`config.mk`:
```
export PLATFORM = sky130hd
export DESIGN_NAME = pwm_deadtime_gen
export DESIGN_NICKNAME = d
export VERILOG_FILES = /design/src/rtl/pkg_sfrs_definition.sv /design/src/rtl/pwm_dt_sync.sv /design/src/rtl/pwm_deadtime_gen.sv
export SDC_FILE = /design/constraint.sdc
export NUM_CORES = 1
export LEC_CHECK = 0
export ABC_AREA = 1
export BUFFER_PORTS_ARGS = -buffer_cell sky130_fd_sc_hd__buf_2
export CAP_MARGIN = 20
export CORE_ASPECT_RATIO = 0.8
export CORE_MARGIN = 3
export CORE_UTILIZATION = 49
export CTS_BUF_LIST = sky130_fd_sc_hd__clkbuf_8
export DETAILED_ROUTE_END_ITERATION = 8
export HOLD_SLACK_MARGIN = 0.06
export PLACE_DENSITY_LB_ADDON = 0.2
export SYNTH_ARGS = -nofsm -noshare
export SYNTH_HDL_FRONTEND = slang
export SYNTH_HIERARCHICAL = 1
export SYNTH_SLANG_ARGS = --single-unit
```
`constraint.sdc`:
```
create_clock -name pwm_clk -period 1.8 [get_ports pwm_clk]
set_clock_uncertainty 0.1 [all_clocks]
set_input_delay 0.36 -clock pwm_clk [delete_from_list [all_inputs] [get_ports pwm_clk]]
set_output_delay 0.36 -clock pwm_clk [all_outputs]
set_load 0.02 [all_outputs]
```
`src/rtl/pkg_sfrs_definition.sv`:
```
// Shared SFR-side types for the PWM dead-time generator: config bundle and FSM state encoding.
package pkg_sfrs_definition;

    localparam int unsigned PwmDtWidth = 8;

    typedef struct packed {
        logic                  en;
        logic                  pol_h;
        logic                  pol_l;
        logic [PwmDtWidth-1:0] dt_rise;
        logic [PwmDtWidth-1:0] dt_fall;
        logic                  fault_f;
    } pwm_dt_cfg_t;

    typedef enum logic [2:0] {
        StOff    = 3'd0,
        StLow    = 3'd1,
        StDtRise = 3'd2,
        StHigh   = 3'd3,
        StDtFall = 3'd4,
        StFault  = 3'd5
    } pwm_dt_state_t;

endpackage

```
`src/rtl/pwm_dt_sync.sv`:
```
// Two-flop synchroniser bringing the asynchronous fault request into the PWM clock domain.
module pwm_dt_sync (
    input  logic pwm_clk,
    input  logic sys_rst_n,
    input  logic d_i,
    output logic q_o
);

    logic meta_q;
    logic sync_q;

    always_ff @(posedge pwm_clk or negedge sys_rst_n) begin
        if (!sys_rst_n) begin
            meta_q <= 1'b0;
            sync_q <= 1'b0;
        end else begin
            meta_q <= d_i;
            sync_q <= meta_q;
        end
    end

    assign q_o = sync_q;

endmodule

```
`src/rtl/pwm_deadtime_gen.sv`:
```
// Complementary high/low gate driver with programmable both-off intervals around every PWM edge.
// Optional latched fault shutdown is built when PWM_DT_FAULT_EN is defined.
module pwm_deadtime_gen
    import pkg_sfrs_definition::*;
#(
    parameter int unsigned DtWidth = PwmDtWidth
) (
    input  logic               pwm_clk,
    input  logic               sys_rst_n,
    input  logic               pwm_in_i,
    input  logic               dt_en_i,
    input  logic [DtWidth-1:0] dt_rise_i,
    input  logic [DtWidth-1:0] dt_fall_i,
    input  logic               pol_h_i,
    input  logic               pol_l_i,
    input  logic               fault_in_i,
    input  logic               fault_clr_i,
    output logic               out_h_o,
    output logic               out_l_o,
    output logic               dt_active_o,
    output logic               fault_flag_o
);

    pwm_dt_state_t      state_q, state_d;
    logic [DtWidth-1:0] cnt_q, cnt_d;
    logic               pwm_in_q;
    logic               fault_flag_q, fault_flag_d;
    logic               fault_s;
    logic               fault_clr_s;
    pwm_dt_cfg_t        cfg;

    assign cfg.en      = dt_en_i;
    assign cfg.pol_h   = pol_h_i;
    assign cfg.pol_l   = pol_l_i;
    assign cfg.dt_rise = PwmDtWidth'(dt_rise_i);
    assign cfg.dt_fall = PwmDtWidth'(dt_fall_i);
    assign cfg.fault_f = fault_flag_q;

`ifdef PWM_DT_FAULT_EN
    pwm_dt_sync u_fault_sync (
        .pwm_clk   (pwm_clk),
        .sys_rst_n (sys_rst_n),
        .d_i       (fault_in_i),
        .q_o       (fault_s)
    );
    assign fault_clr_s = fault_clr_i;
`else
    logic unused_fault;
    assign unused_fault = fault_in_i ^ fault_clr_i;
    assign fault_s      = 1'b0;
    assign fault_clr_s  = 1'b0;
`endif

    always_ff @(posedge pwm_clk or negedge sys_rst_n) begin
        if (!sys_rst_n) begin
            state_q      <= StOff;
            cnt_q        <= '0;
            pwm_in_q     <= 1'b0;
            fault_flag_q <= 1'b0;
        end else begin
            state_q      <= state_d;
            cnt_q        <= cnt_d;
            pwm_in_q     <= pwm_in_i;
            fault_flag_q <= fault_flag_d;
        end
    end

    always_comb begin
        state_d      = state_q;
        cnt_d        = cnt_q;
        fault_flag_d = fault_flag_q;

        if (fault_s) begin
            state_d      = StFault;
            cnt_d        = '0;
            fault_flag_d = 1'b1;
        end else if (state_q == StFault) begin
            // Only reached once the synchronised fault has dropped.
            if (fault_clr_s) begin
                state_d      = StOff;
                fault_flag_d = 1'b0;
            end
        end else if (!cfg.en) begin
            state_d = StOff;
            cnt_d   = '0;
        end else begin
            unique case (state_q)
                StOff: begin
                    state_d = pwm_in_q ? StHigh : StLow;
                end
                StLow: begin
                    if (pwm_in_q) begin
                        if (cfg.dt_rise == '0) begin
                            state_d = StHigh;
                        end else begin
                            state_d = StDtRise;
                            cnt_d   = DtWidth'(cfg.dt_rise - PwmDtWidth'(1));
                        end
                    end
                end
                StDtRise: begin
                    if (!pwm_in_q) begin
                        state_d = StLow;
                    end else if (cnt_q == '0) begin
                        state_d = StHigh;
                    end else begin
                        cnt_d = cnt_q - DtWidth'(1);
                    end
                end
                StHigh: begin
                    if (!pwm_in_q) begin
                        if (cfg.dt_fall == '0) begin
                            state_d = StLow;
                        end else begin
                            state_d = StDtFall;
                            cnt_d   = DtWidth'(cfg.dt_fall - PwmDtWidth'(1));
                        end
                    end
                end
                StDtFall: begin
                    if (pwm_in_q) begin
                        state_d = StHigh;
                    end else if (cnt_q == '0) begin
                        state_d = StLow;
                    end else begin
                        cnt_d = cnt_q - DtWidth'(1);
                    end
                end
                default: begin
                    state_d = StOff;
                end
            endcase
        end
    end

    // Gate enables come straight from the state register, so h/l can never overlap.
    logic h_on, l_on;
    assign h_on         = (state_q == StHigh);
    assign l_on         = (state_q == StLow);
    assign dt_active_o  = (state_q == StDtRise) || (state_q == StDtFall);
    assign out_h_o      = h_on ^ cfg.pol_h;
    assign out_l_o      = l_on ^ cfg.pol_l;
    assign fault_flag_o = cfg.fault_f;

endmodule
```
==> impl_metrics.tcl <==
set metrics [dict create \
    worst_slack_ns -0.0250 \
    leakagePower_nw 0.801 \
    violations "negative setup slack" \
    worstPathRequired_ns 1.82 \
    coreArea_mm2 0.00201 \
    p_comb_share_pct 73.0 \
    drt_pass1_iterations 5 \
    ys_types 30 \
    clock_latency_ns 0.24 \
    synth_fa_ha_area_share_pct 1.13 \
    finalHoldViolCount 0 \
    rsz0062_at_grt "yes" \
    power_density_mw_per_mm2 1620 \
    ant_nets 0 \
    ys_top_cells_by_count "61 x nand2_1, 21 x nor2_1, 17 x inv_1" \
    cap_violations 0 \
    drt_wl_total_um 3310 \
    whs_ns 0.126 \
    switching_share_pct 52.0 \
    yosysSeqAreaShare_pct 27.1 \
    finalCritPeriodShare_pct 101 \
    fp.dieW_um 59.1 \
    synth_edf_count 0 \
    setup_viol 4 \
    area_growth_pct 41.2 \
    pin_count 28 \
    synth.avg_cell_area_um2 6.21 \
    cts.htree.levels 1 \
    synth_area_leaders "dfrtp_1 27%, nand2_1 21%, nor2_1 7.1%" \
    clkTransAtPathRegs_ns 0.05 \
    diodes 0 \
    async_flop_share_pct 100 \
    synthesis.nets 203 \
    p_switching_mw 1.31 \
    viasPerCell 5.46 \
    synth_flop_cell "dfrtp_1" \
    synth_compound_area_share_pct 11.1 \
    port_buffers 24 \
    yosysMostFrequentCell "nand2_1" \
    ys_seq_elements 12 \
    fmax_mhz 548 \
    hold_class "in -> reg" \
    rows 14 \
    critPathMaxFanout 6 \
    tns_ns -0.0920 \
    drv_slew 0 \
    status "finished, violations left" \
    cts_root_buffer "clkbuf_8" \
    internal-power_mw 1.21 \
    dp_hpwl_um 2330 \
    worstPathArrival_ns 1.85 \
    finalWeightedCongestion 0.880 \
    seqPwrFrac_pct 17.6 \
    overflow 0 \
    yosys_warnings 6 \
    numClockSinks 12 \
    yosysTopAreaCell "dfrtp_1" \
    synth_xor_area_share_pct 1.58 \
    min_period_ns 1.82 \
    drtIter0Drc 143 \
    layout.nets 245 \
    cts_buffers 3 \
    synth-simple-area-share_pct 48.2 \
    start_kind "flip-flop" \
    grt_usage_pct 21.5 \
    initial_core_util_pct 54.9 \
    synthCells 178 \
    synth_top_area_share_pct 27.1 \
    antenna_found_initial 0 \
    syn_area_mm2 0.00111 \
    drive_above_1_share_pct 41.6 \
    clkPwrFrac_pct 9.4 \
    die_y_um 48.5 \
    cts_tree "done" \
    vias 1326 \
    synth_top_family_by_area "simple AND/OR/NAND/NOR gates" \
    ir_drop_mv 1.25 \
    route.detailed.drc 0 \
    cp-end-kind "flip-flop" \
    worstSetupPathType "reg -> reg" \
    grt_max_degree 13 \
    synth.area.mux_share_pct 0 \
    clk_path_buf_depth 2 \
    grt_pass1_wl_um 4890 \
    detail_route.wl_per_cell_um 13.6 \
    die_area_mm2 0.00287 \
    grt_pass1_vias 1146 \
]
[registers in the layout, summed over array words and instances, names as in the netlist]
name and count:
cnt_q 8, state_q 3, pwm_in_q 1
[critical path, cell delays in order (launching register included)]
cell and delay (ns):
dfrtp_2 0.47, nand3_4 0.15, inv_4 0.06, buf_4 0.15, nand2_2 0.07, nand3_4 0.09
nand2_4 0.11, nand2_4 0.06, nor2_4 0.17, nand3_2 0.10, nand3_2 0.10, nand2_1 0.06
[power by group through the flow]
stage | sequential, mW | clock, mW | combinational (mW)
after floorplan | 0.418 | 0 | 1.08
after global placement | 0.426 | 0 | 1.40
after detailed placement | 0.432 | 0 | 1.46
after CTS | 0.439 | 0.248 | 1.53
after global routing | 0.450 | 0.265 | 2.01
final | 0.444 | 0.238 | 1.85
[routing by layer]
metal,vias up,GRT usage (%),share of wire [%]
met3,4,1.60,11
met1,585,31.2,41
met2,91,33.3,47
met5,-,0,0
li1,646,-,-
met4,0,7.55,1.0
[metrics by stage]
step                utilization [%]  power [mW]  cells  cell area, µm²  setup slack [ns]
CTS                            71.7        2.22    240            1450           -0.0267
detailed placement             66.6        1.89    233            1340           -0.0707
finish                         77.5        2.53    243            1560           -0.0250
global route                   77.5        2.73    243            1560            -0.110
global placement               66.6        1.83    233            1340           -0.0110
floorplan                         -        1.49    178            1140          -0.00930
[kinds of logic after synthesis]
| logic type | count (synthesis) |
|---|---|
| compound gates | 20 |
| xor+xnor | 2 |
| fa+ha+maj | 1 |
| buf+inv | 26 |
| flops | 12 |
| other cells | 1 |
| simple gates | 116 |
[cell usage in the layout (no fill, tap or decap), types with 3 or more instances in the layout]
| master | synthesis | final |
|---|---|---|
| inv_1 | 17 | 16 |
| o22ai_1 | 4 | 4 |
| nand3_2 | 5 | 7 |
| nand3_4 | 0 | 3 |
| clkbuf_8 | 0 | 3 |
| inv_2 | 5 | 6 |
| buf_4 | 1 | 15 |
| dfrtp_1 | 12 | 10 |
| nor2_2 | 2 | 4 |
| nand2_4 | 1 | 6 |
| nand2_2 | 8 | 11 |
| nand2_1 | 61 | 53 |
| nand3_1 | 13 | 8 |
| buf_6 | 1 | 3 |
| nor2_1 | 21 | 18 |
| buf_2 | 0 | 21 |
| o21ai_0 | 9 | 7 |
[path summary, 6_finish.rpt]
check	slack, ns	from	cells past startpoint	end
max in group asynchronous	0.95	sys_rst_n	2	state_q[0]
min	0.13	pwm_in_i	1	pwm_in_q
max reg2reg	-0.02	state_q[1]	11	cnt_q[7]
max	-0.02	state_q[1]	11	cnt_q[7]
min reg2reg	0.38	cnt_q[5]	2	cnt_q[5]
min in group asynchronous	0.42	sys_rst_n	2	cnt_q[0]
[timing repair]
action                                  CTS  global route
endpoints found under the hold margin    12             0
endpoints found under the setup margin    9            11
pin swaps                                 0             4
gates cloned                              0             0
buffers inserted                          2             3
hold buffers                              1             0
resized for setup                         9            25
[final cells by class]
class                      count  area (µm²)
clock inverter                 1        3.75
multi-input combinational    140         826
timing repair buffer          40         262
inverter                      23        96.3
sequential                    12         303
tap                           24        30.0
fill                         154         453
clock buffer                   3        41.3
(Power assumes the default switching activity.)
